==> src/rtl/method_test_sequencer.sv <==
// Self-check sequencer for generated method handshakes.
// Walks channels in order: pulse req, wait busy low, compare ret.
module method_test_sequencer #(
  parameter int NUM_CH       = 4,
  parameter int RET_W        = 32,
  parameter int SETTLE       = 5,
  parameter int TIMEOUT      = 1000000,
  parameter int CNT_W        = 32,
  parameter int STOP_ON_FAIL = 1,
  localparam int FCW = (NUM_CH > 1) ? $clog2(NUM_CH) : 1,
  localparam int WCW = $clog2(TIMEOUT + 1)
) (
  input  logic                    clk,
  input  logic                    reset,
  input  logic                    start,
  input  logic [NUM_CH-1:0]       ch_enable,
  input  logic [NUM_CH*RET_W-1:0] expected,
  input  logic [NUM_CH-1:0]       busy,
  input  logic [NUM_CH*RET_W-1:0] ret,
  output logic [NUM_CH-1:0]       req,
  output logic                    running,
  output logic                    done,
  output logic                    pass,
  output logic [FCW-1:0]          fail_ch,
  output logic                    fail_timeout,
  output logic                    fail_mismatch,
  output logic [CNT_W-1:0]        cycles
);

  typedef enum logic [2:0] {
    S_IDLE,
    S_REQ,
    S_SETTLE,
    S_WAIT,
    S_CHECK,
    S_NEXT,
    S_DONE
  } state_t;

  state_t           state_q, state_d;
  logic [FCW-1:0]   ch_q, ch_d;
  logic [WCW-1:0]   wcnt_q, wcnt_d;
  logic [FCW-1:0]   fch_q, fch_d;
  logic             fto_q, fto_d;
  logic             fmm_q, fmm_d;
  logic             pass_q, pass_d;
  logic [CNT_W-1:0] cyc_q, cyc_d;

  logic ch_en;
  logic ch_busy;
  logic mism;
  logic any_fail;
  logic run;

  assign ch_en    = ch_enable[ch_q];
  assign ch_busy  = busy[ch_q];
  assign mism     = ret[ch_q*RET_W +: RET_W]
                 != expected[ch_q*RET_W +: RET_W];
  assign any_fail = fto_q | fmm_q;
  assign run      = (state_q != S_IDLE) && (state_q != S_DONE);

  always_comb begin
    state_d = state_q;
    ch_d    = ch_q;
    wcnt_d  = '0;
    fch_d   = fch_q;
    fto_d   = fto_q;
    fmm_d   = fmm_q;
    pass_d  = pass_q;
    cyc_d   = cyc_q;
    if (run && !(&cyc_q)) cyc_d = cyc_q + 1'b1;
    // wait counter runs from the REQ cycle (value 0) through WAIT
    if (state_q == S_REQ || state_q == S_SETTLE || state_q == S_WAIT)
      wcnt_d = wcnt_q + 1'b1;
    unique case (state_q)
      S_IDLE, S_DONE: begin
        if (start) begin
          state_d = S_REQ;
          ch_d    = '0;
          fch_d   = '0;
          fto_d   = 1'b0;
          fmm_d   = 1'b0;
          pass_d  = 1'b0;
          cyc_d   = '0;
        end
      end
      S_REQ: state_d = ch_en ? S_SETTLE : S_NEXT;
      S_SETTLE: begin
        if (wcnt_q >= WCW'(SETTLE)) state_d = S_WAIT;
      end
      S_WAIT: begin
        if (!ch_busy) begin
          state_d = S_CHECK;
        end else if (wcnt_q == WCW'(TIMEOUT - 1)) begin
          fto_d   = 1'b1;
          if (!any_fail) fch_d = ch_q;
          state_d = S_NEXT;
        end
      end
      S_CHECK: begin
        if (mism) begin
          fmm_d = 1'b1;
          if (!any_fail) fch_d = ch_q;
        end
        state_d = S_NEXT;
      end
      S_NEXT: begin
        if (ch_q == FCW'(NUM_CH - 1) ||
            (STOP_ON_FAIL != 0 && any_fail)) begin
          state_d = S_DONE;
          pass_d  = !any_fail;
        end else begin
          ch_d    = ch_q + 1'b1;
          state_d = S_REQ;
        end
      end
      default: state_d = S_IDLE;
    endcase
  end

  always_ff @(posedge clk or negedge reset) begin
    if (!reset) begin
      state_q <= S_IDLE;
      ch_q    <= '0;
      wcnt_q  <= '0;
      fch_q   <= '0;
      fto_q   <= 1'b0;
      fmm_q   <= 1'b0;
      pass_q  <= 1'b0;
      cyc_q   <= '0;
    end else begin
      state_q <= state_d;
      ch_q    <= ch_d;
      wcnt_q  <= wcnt_d;
      fch_q   <= fch_d;
      fto_q   <= fto_d;
      fmm_q   <= fmm_d;
      pass_q  <= pass_d;
      cyc_q   <= cyc_d;
    end
  end

  always_comb begin
    req = '0;
    if (state_q == S_REQ && ch_en) req[ch_q] = 1'b1;
  end

  assign running       = run;
  assign done          = (state_q == S_DONE);
  assign pass          = pass_q;
  assign fail_ch       = fch_q;
  assign fail_timeout  = fto_q;
  assign fail_mismatch = fmm_q;
  assign cycles        = cyc_q;

endmodule
==> config.mk <==
export PLATFORM = sky130hd
export DESIGN_NAME = method_test_sequencer
export DESIGN_NICKNAME = d
export VERILOG_FILES = /design/src/rtl/method_test_sequencer.sv
export SDC_FILE = /design/constraint.sdc
export NUM_CORES = 1
export LEC_CHECK = 0
export CORE_MARGIN = 4
export CORE_UTILIZATION = 42
export DETAILED_ROUTE_END_ITERATION = 7
export GPL_ROUTABILITY_DRIVEN = 0
export GPL_TIMING_DRIVEN = 1
export PLACE_DENSITY = 0.9
export SKIP_LAST_GASP = 1
export SYNTH_ARGS = -nofsm -noshare
export SYNTH_HDL_FRONTEND = slang
export SYNTH_SLANG_ARGS = --single-unit
==> constraint.sdc <==
create_clock -name clk -period 6.3 [get_ports clk]
set_input_delay 1.575 -clock clk [delete_from_list [all_inputs] [get_ports clk]]
set_output_delay 1.575 -clock clk [all_outputs]
set_load 0.005 [all_outputs]
==> reports/results.md, run 1 <==
| Step | Parameter | Reported |
| --- | --- | --- |
| timing | Clock tree skew after final layout | 8.33 ps |
| layout | Total number of nets in the final design | 1097 |
| pwr | Leakage power figure | 0.00330 uW |
| timing | Slew Viols, Final | 0 |
| timing | Final hold violation count | 0 |
| critical path | Maximum fanout along the worst path | 4 |
| global route | Vias in the first global route | 5969 |
| clocking | H-tree level count | 3 |
| clocking | Clk Latency, worst-skew pair | 330 ps |
| timing | Worst hold margin | 539 ps |
| critical path | Count of cell instances traversed by the critical path | 6 |
| floorplanning | Starting Density | 43.6% |
| critical path | Critical path's top delay family | buffers and inverters |
| drt | Via count | 5717 |
| clocking | TritonCTS clock tree | built |
| critical path | Dominant cell type by count on the critical path | clkdlybuf4s50_1 |
| critical path | Worst setup path end | req[1] |
| critical path | Register-to-register setup slack | 2980 ps |
| global route | Remaining Overflow, GRT | 0 |
| logic synthesis | Post-synth design cell area | 5300 um^2 |
| layout | Share of layout cells above drive strength 1 | 9.10% |
| floorplanning | Die Span X | 120 um |
| critical path | Launching element of the worst setup path | ch_enable[1] |
| timing | Post-Route Setup TNS | 0 ps |
| global route | GR Util All Layers | 30.1% |
| min path | Min-delay worst type | flop to flop |
| logic synthesis | Top flip-flop cell by instance count after synthesis | dfrtp_1 |
| pwr | Pwr per Cell Area | 260 nW/um^2 |
| critical path | R2R Path Start | ch_q[0] |
| drt | Via count normalized by instance count | 5.73 |
| critical path | Required @ worst endpoint | 4720 ps |
| drt | Number of routed nets with antenna violations | 0 |
| timing | Setup-violating endpoint count in the final report | 0 |
| critical path | Worst setup path category | input pin to primary output |
| timing | Setup repair after global routing missed its margin | false |
| critical path | Capturing element type of the critical path | primary output |
| critical path | Crit Reg-Reg Endpoint | fail_ch[1] |
| drt | Number of remaining DRC errors | 0 |
| global route | Wire length of the first global-routing pass | 33200 um |
| global route | Pin count of the biggest net entering global routing | 63 |
| clocking | Gates resized, CTS repair | 0 |
| critical path | CP arrival | 3480 ps |
| floorplanning | Die Span Y | 120 um |
| placed design | Detail Placement HPWL | 18700 um |
| clocking | # hold bufs at CTS | 0 |
| logic synthesis | Post-synth EDFFs | 0 |
| critical path | Series of cell instances along the critical path | clkdlybuf4s50_1 -> mux4_2 -> inv_1 -> nor4_1 -> and2_1 -> clkdlybuf4s50_1 |
| drt | First DRT Iteration DRCs | 654 |
| clocking | Cts bufs inserted | 9 |
| logic synthesis | YS warnings | 0 |
| layout | Synth-to-Final Area Change | 66.2% |
| pwr | Worst voltage drop across the vdd grid | 0.165 mV |
| critical path | Critical path launch point type | input pin |
| floorplanning | Area enclosed by the die boundary | 14500 um^2 |
| drt | Initial DRT Pass Iterations | 5 |
| logic synthesis | Count of state elements after synthesis | 62 |
| floorplanning | Area inside the core boundary | 12200 um^2 |
| placed design | Number of I/O port buffers | 309 |
| global route | Initial antenna violation count | 8 |
| clocking | Buffer cell driving the clock tree root | clkbuf_16 |
| logic synthesis | Share of the yosys chip area belonging to registers | 29.3% |
| critical path | Sum of buffers and inverters on the critical path | 3 |
| logic synthesis | Cells after Synth | 525 |
| timing | Post-layout min period | 5060 ps |
| logic synthesis | Number of distinct library cells after synthesis | 48 |
| logic synthesis | FFs w/ async S/R, synth | 100% |
| run | Max capacitance violation total | 0 |
| drt | Avg WL per Cell | 22.5 um |
| critical path | Critical Path Slowest Stage Cell | clkdlybuf4s50_1 |
| critical path | Largest stage delay on the critical path | 500 ps |
| timing | Share of the cycle needed by the critical path after routing | 80.3% |
| run status | Result of the run | finished, final reports clean |
| floorplanning | Site Rows | 40 |
| critical path | Depth of the worst register-to-register path | 7 |
| clocking | Maximum clock insertion buffer count | 2 |
| logic synthesis | Number of nets in the synthesized netlist | 800 |
| floorplanning | Ports placed on the boundary | 310 |
| timing | Worst-Margin Slew | 891 ps |
| clocking | Clk slew on worst S/H paths | 50 ps |
| logic synthesis | Post-Synthesis Mean Instance Area | 10.1 um^2 |
| clocking | Number of clock sinks seen by CTS | 62 |
| timing | Fmax achieved | 198 MHz |
| clocking | Post-CTS Setup Bufs | 0 |
| timing | Worst slew slack as a fraction of its limit | 40.4% |
| drt | Final WL | 22400 um |
[worst min-delay path, delay by kind of cell, from the launching register on]
kind | cells | cell delay (ps)
DFF | 1 | 370
and+or+nand+nor | 1 | 60
AOI/OAI and AO/OA | 1 | 70
[state kept, by name, summed over array words and instances (netlist names)]
| name | flops |
|---|---|
| fail_ch | 2 |
| fail_timeout | 1 |
| ch_q | 2 |
| state_q | 3 |
| fail_mismatch | 1 |
| pass | 1 |
| cycles | 32 |
| wcnt_q | 20 |
[stage by stage]
step | total power (uW) | utilization (%) | cell area [um^2] | setup WS (ps) | instances
2_1_floorplan | 1350 | - | 5300 | 2390 | 525
5_1_grt | 2420 | 72.4 | 8810 | 1170 | 997
3_5_place_dp | 1800 | 69.9 | 8500 | 1240 | 979
3_3_place_gp | 1760 | 69.9 | 8500 | 1260 | 979
6_report | 2290 | 72.4 | 8810 | 1240 | 997
4_1_cts | 2300 | 72.3 | 8800 | 1220 | 992
[cells by family after synthesis]
group	after synthesis	share of synthesized area, %
xor gates and xnor gates	96	15.9
AOI/OAI and AO/OA	57	7.29
adders and majority gates	8	1.89
and+or+nand+nor	196	18.9
muxes	56	22.6
DFF	62	29.3
buffers and inverters	50	4.22
[layout make-up]
class	instances	area [um^2]
Inverter	22	82.6
Tap cell	168	210
Timing Repair Buffer	314	3130
Antenna cell	5	12.5
Clock buffer	12	267
Clock inverter	1	30.0
Multi-Input combinational cell	413	3530
Sequential cell	62	1560
Fill cell	894	3350
[how the worst min path moves through the flow]
stage                     startpoint          to  slack, ps  cells past startpoint
after floorplan            wcnt_q[0]   wcnt_q[0]        500                      1
after global placement    fail_ch[0]  fail_ch[0]        510                      2
after global routing       cycles[2]   cycles[2]        580                      1
after detailed placement   cycles[6]   cycles[6]        530                      1
after CTS                  cycles[6]   cycles[6]        540                      1
final                     fail_ch[0]  fail_ch[0]        540                      2
[routing by layer]
layer | global-route usage [%] | share of wire (%) | vias to the layer above | wire length [um]
met4 | 11.1 | 3.5 | 6 | 787
met3 | 9.59 | 9.3 | 56 | 2080
met1 | 35.0 | 36 | 2752 | 8110
met2 | 52.1 | 51 | 355 | 11400
li1 | - | - | 2548 | -
met5 | 0 | 0.16 | - | 35
[placed cells by master (no fill, tap or decap), types with 4 or more instances in the layout]
cell and n:
clkdlybuf4s50_1 308, dfrtp_1 60, xnor2_1 59, nor2_1 58, mux4_2 51, xor2_1 37, nand2_1 29, nand3_1 27
inv_1 21, nand4_1 20, nor4_1 15, o21ai_0 14, nor3_1 11, and3_1 10, clkbuf_16 9, a21oi_1 8
ha_1 8, o211ai_1 7, and4_1 6, diode_2 5, and2_1 5, mux2i_1 5, buf_4 5, nor4b_1 4
o31ai_1 4
[synth_stat cells (2+ instances only)]
master    number  area, um^2
nor4_2         2        25.0
o21ai_0       14        70.1
nand3_1       27         135
buf_2          5        25.0
or3_1          3        18.8
a41oi_1        2        17.5
a21oi_1        8        40.0
nand2_1       29         109
and4_1         6        52.6
o41ai_1        2        17.5
clkbuf_1      17        63.8
buf_4          2        15.0
inv_1         21        78.8
nand4_1       20         125
or4_1          2        15.0
buf_6          3        33.8
nor2_1        58         218
nor4b_1        4        35.0
o21ai_1        3        15.0
and3_1        10        62.6
a31oi_1        3        18.8
ha_1           8         100
mux2i_1        5        50.1
xnor2_1       59         517
o211ai_1       7        52.6
dfrtp_1       62        1550
nor4_1        15        93.8
o21a_1         2        15.0
and2_1         5        31.3
o31ai_1        4        30.0
o211a_1        2        20.0
nor3_1        11        55.1
xor2_1        37         324
nor2b_1        3        18.8
mux4_2        51        1150
[power breakdown]
part	total, uW	leakage (uW)	switching (uW)	internal (uW)
logic	1220	0.00231	558	661
registers	581	0.000845	129	452
clock network	493	0.000147	162	331
(Power assumes the default switching activity.)
==> run 2: changes to the inputs <==
CORE_UTILIZATION = 35   (was 42)
PLACE_DENSITY = 0.8   (was 0.9)
clock period = 4.4 ns   (was 6.3 ns; I/O delays follow)
==> reports/results.md, run 2 (synthesized netlist as in run 1, its figures left out) <==
| Step | Parameter | Reported | Change |
| --- | --- | --- | --- |
| run status | Result of the run | finished, final reports clean |  |
| drt | Initial DRT Pass Iterations | 5 | unchanged |
| critical path | Critical path's top delay family | buffers and inverters |  |
| global route | Wire length of the first global-routing pass | 30900 um | -6.7% |
| min path | Min-delay worst type | flop to flop |  |
| run | Max capacitance violation total | 0 | unchanged |
| timing | Post-layout min period | 4300 ps |  |
| pwr | Worst voltage drop across the vdd grid | 0.342 mV | +110% |
| clocking | Clk slew on worst S/H paths | 50 ps | about the same |
| global route | Initial antenna violation count | 1 | -7 |
| global route | Vias in the first global route | 5389 | -9.7% |
| layout | Footprint of the flip-flops and latches | 1560 um^2 | unchanged |
| placed design | Detail Placement HPWL | 18500 um | -1.5% |
| layout | Fill cell count | 1271 | +42% |
| critical path | Capturing element type of the critical path | primary output |  |
| layout | Commonest cells after routing, fill and taps aside | clkdlybuf4s50_1, dfrtp_1, xnor2_1 |  |
| timing | Setup-violating endpoint count in the final report | 0 | unchanged |
| global route | GR Util All Layers | 24.4% | -5.7 points |
| critical path | CP arrival | 3200 ps | -280 ps |
| clocking | Clk Latency, worst-skew pair | 330 ps | about the same |
| pwr | Leakage power figure | 0.00332 uW | +0.76% |
| clocking | # hold bufs at CTS | 0 | unchanged |
| clocking | Buffer cell driving the clock tree root | clkbuf_16 |  |
| layout | Number of cells in the finished layout apart from fillers | 1014 | +1.7% |
| drt | First DRT Iteration DRCs | 340 | -48% |
| critical path | Critical path launch point type | input pin |  |
| timing | Share of the cycle needed by the critical path after routing | 97.7% |  |
| timing | Worst slew slack as a fraction of its limit | 48.3% | +7.9 points |
| clocking | H-tree level count | 3 | unchanged |
| critical path | Dominant cell type by count on the critical path | clkdlybuf4s50_1 |  |
| layout | Diode count | 0 | -5 |
| drt | Number of remaining DRC errors | 0 | unchanged |
| layout | Footprint of the multi-input gates | 3530 um^2 | unchanged |
| critical path | Largest stage delay on the critical path | 560 ps | +60 ps |
| placed design | Number of I/O port buffers | 309 | unchanged |
| floorplanning | Die Span Y | 131 um | +8.9% |
| timing | Setup repair after global routing missed its margin | false |  |
| critical path | Register-to-register setup slack | 1370 ps | -1610 ps |
| floorplanning | Area enclosed by the die boundary | 17200 um^2 | +19% |
| floorplanning | Starting Density | 36.1% | -7.5 points |
| pwr | Pwr per Cell Area | 377 nW/um^2 | +45% |
| layout | Synth-to-Final Area Change | 67.1% |  |
| timing | Final hold violation count | 0 | unchanged |
| layout | Flip-flop count of the largest register after layout | 32 | unchanged |
| critical path | Worst setup path category | input pin to primary output |  |
| layout | Most common cell after layout, fill and taps aside | clkdlybuf4s50_1 |  |
| clocking | Gates resized, CTS repair | 0 | unchanged |
| floorplanning | Die Span X | 131 um | +8.9% |
| global route | Pin count of the biggest net entering global routing | 59 | -6.3% |
| timing | Fmax achieved | 233 MHz |  |
| clocking | TritonCTS clock tree | built |  |
| clocking | Cts bufs inserted | 9 | unchanged |
| floorplanning | Ports placed on the boundary | 310 | unchanged |
| floorplanning | Site Rows | 44 | +10% |
| timing | Worst hold margin | 544 ps | +4.92 ps |
| critical path | Required @ worst endpoint | 3300 ps | -1420 ps |
| layout | Share of layout cells above drive strength 1 | 9.52% | +0.42 points |
| drt | Final WL | 22000 um | -2.1% |
| global route | Remaining Overflow, GRT | 0 | unchanged |
| timing | Worst-Margin Slew | 770 ps | -121 ps |
| drt | Avg WL per Cell | 21.6 um | -3.8% |
| placed design | Dpl cells | 998 | +1.9% |
| floorplanning | Area inside the core boundary | 14700 um^2 | +21% |
| critical path | Series of cell instances along the critical path | clkdlybuf4s50_1 -> mux4_2 -> inv_1 -> nor4_1 -> and2_1 -> clkdlybuf4s50_1 |  |
| drt | Via count | 5413 | -5.3% |
| clocking | Number of clock sinks seen by CTS | 62 | unchanged |
| layout | Total number of nets in the final design | 1100 | +0.27% |
| clocking | Maximum clock insertion buffer count | 2 | unchanged |
| timing | Slew Viols, Final | 0 | unchanged |
| critical path | Critical Path Slowest Stage Cell | clkdlybuf4s50_1 |  |
| clocking | Post-CTS Setup Bufs | 0 | unchanged |
| timing | Post-Route Setup TNS | 0 ps | unchanged |
| drt | Via count normalized by instance count | 5.34 | -6.9% |
| timing | Clock tree skew after final layout | 10.3 ps | +2.00 ps |
| critical path | Maximum fanout along the worst path | 4 | unchanged |
| critical path | Sum of buffers and inverters on the critical path | 3 | unchanged |
| drt | Number of routed nets with antenna violations | 0 | unchanged |
[run 2: cell types whose count changed in the layout (fill, tap and decap cells not counted)]
cell       change
clkbuf_1       +2
buf_4          +3
diode_2        -5
bufinv_16      +1
clkbuf_8       -2
clkinv_2       +2
[run 2: area by class of cell]
class	instances	area share (%)
clock buffers	12	2.78
multi-input cells	413	39.8
inverters	22	0.932
flip-flops and latches	62	17.6
clock inverters	4	0.791
repair buffers	317	35.5
well taps	184	2.60
[run 2: final timing paths]
path	startpoint	end	cells past startpoint
hold / removal	fail_ch[0]	fail_ch[0]	2
setup / recovery	ch_enable[0]	req[0]	6
max in group asynchronous	reset	wcnt_q[13]	2
min in group asynchronous	reset	wcnt_q[1]	1
hold reg to reg	fail_ch[0]	fail_ch[0]	2
setup reg to reg	ch_q[0]	fail_ch[1]	7
[run 2: where the power goes]
group / total, uW / internal, uW / leakage (uW) / switching (uW)
Combinational: 1810 / 960 / 0.00232 / 847
Clock: 754 / 509 / 0.000157 / 245
Sequential: 778 / 648 / 0.000845 / 130
Total: 3340 / 2120 / 0.00332 / 1220
[run 2: through the flow]
| stage | total power (uW) | util (%) | setup slack, ps | instance area, um^2 |
|---|---|---|---|---|
| 6_report | 3340 | 60.3 | 100 | 8860 |
| 5_1_grt | 3560 | 60.3 | 18.0 | 8860 |
| 4_1_cts | 3360 | 60.3 | 105 | 8860 |
| 3_5_place_dp | 2590 | 58.1 | 69.2 | 8540 |
| 3_3_place_gp | 2570 | 58.1 | 21.6 | 8540 |
| 2_1_floorplan | 1930 | - | 1440 | 5300 |
[run 2: tightest hold or removal path, stage by stage (launching register included)]
cell and delay, ps:
dfrtp_1 370, nand2_1 60, o211ai_1 70
[run 2: per-layer routing]
layer	share of wire [%]	wire length, um	vias to the layer above	GRT usage (%)
met5	0.036	8	-	0
met4	2.0	435	2	6.72
met3	8.5	1870	25	6.81
met2	47	10400	246	38.0
met1	42	9270	2583	33.6
li1	-	-	2557	-
==> run 3: changes to the inputs <==
GPL_TIMING_DRIVEN = default   (was 1)
==> results of run 3 <==
No change in the layout: final DEF, timing and power equal those of run 2.
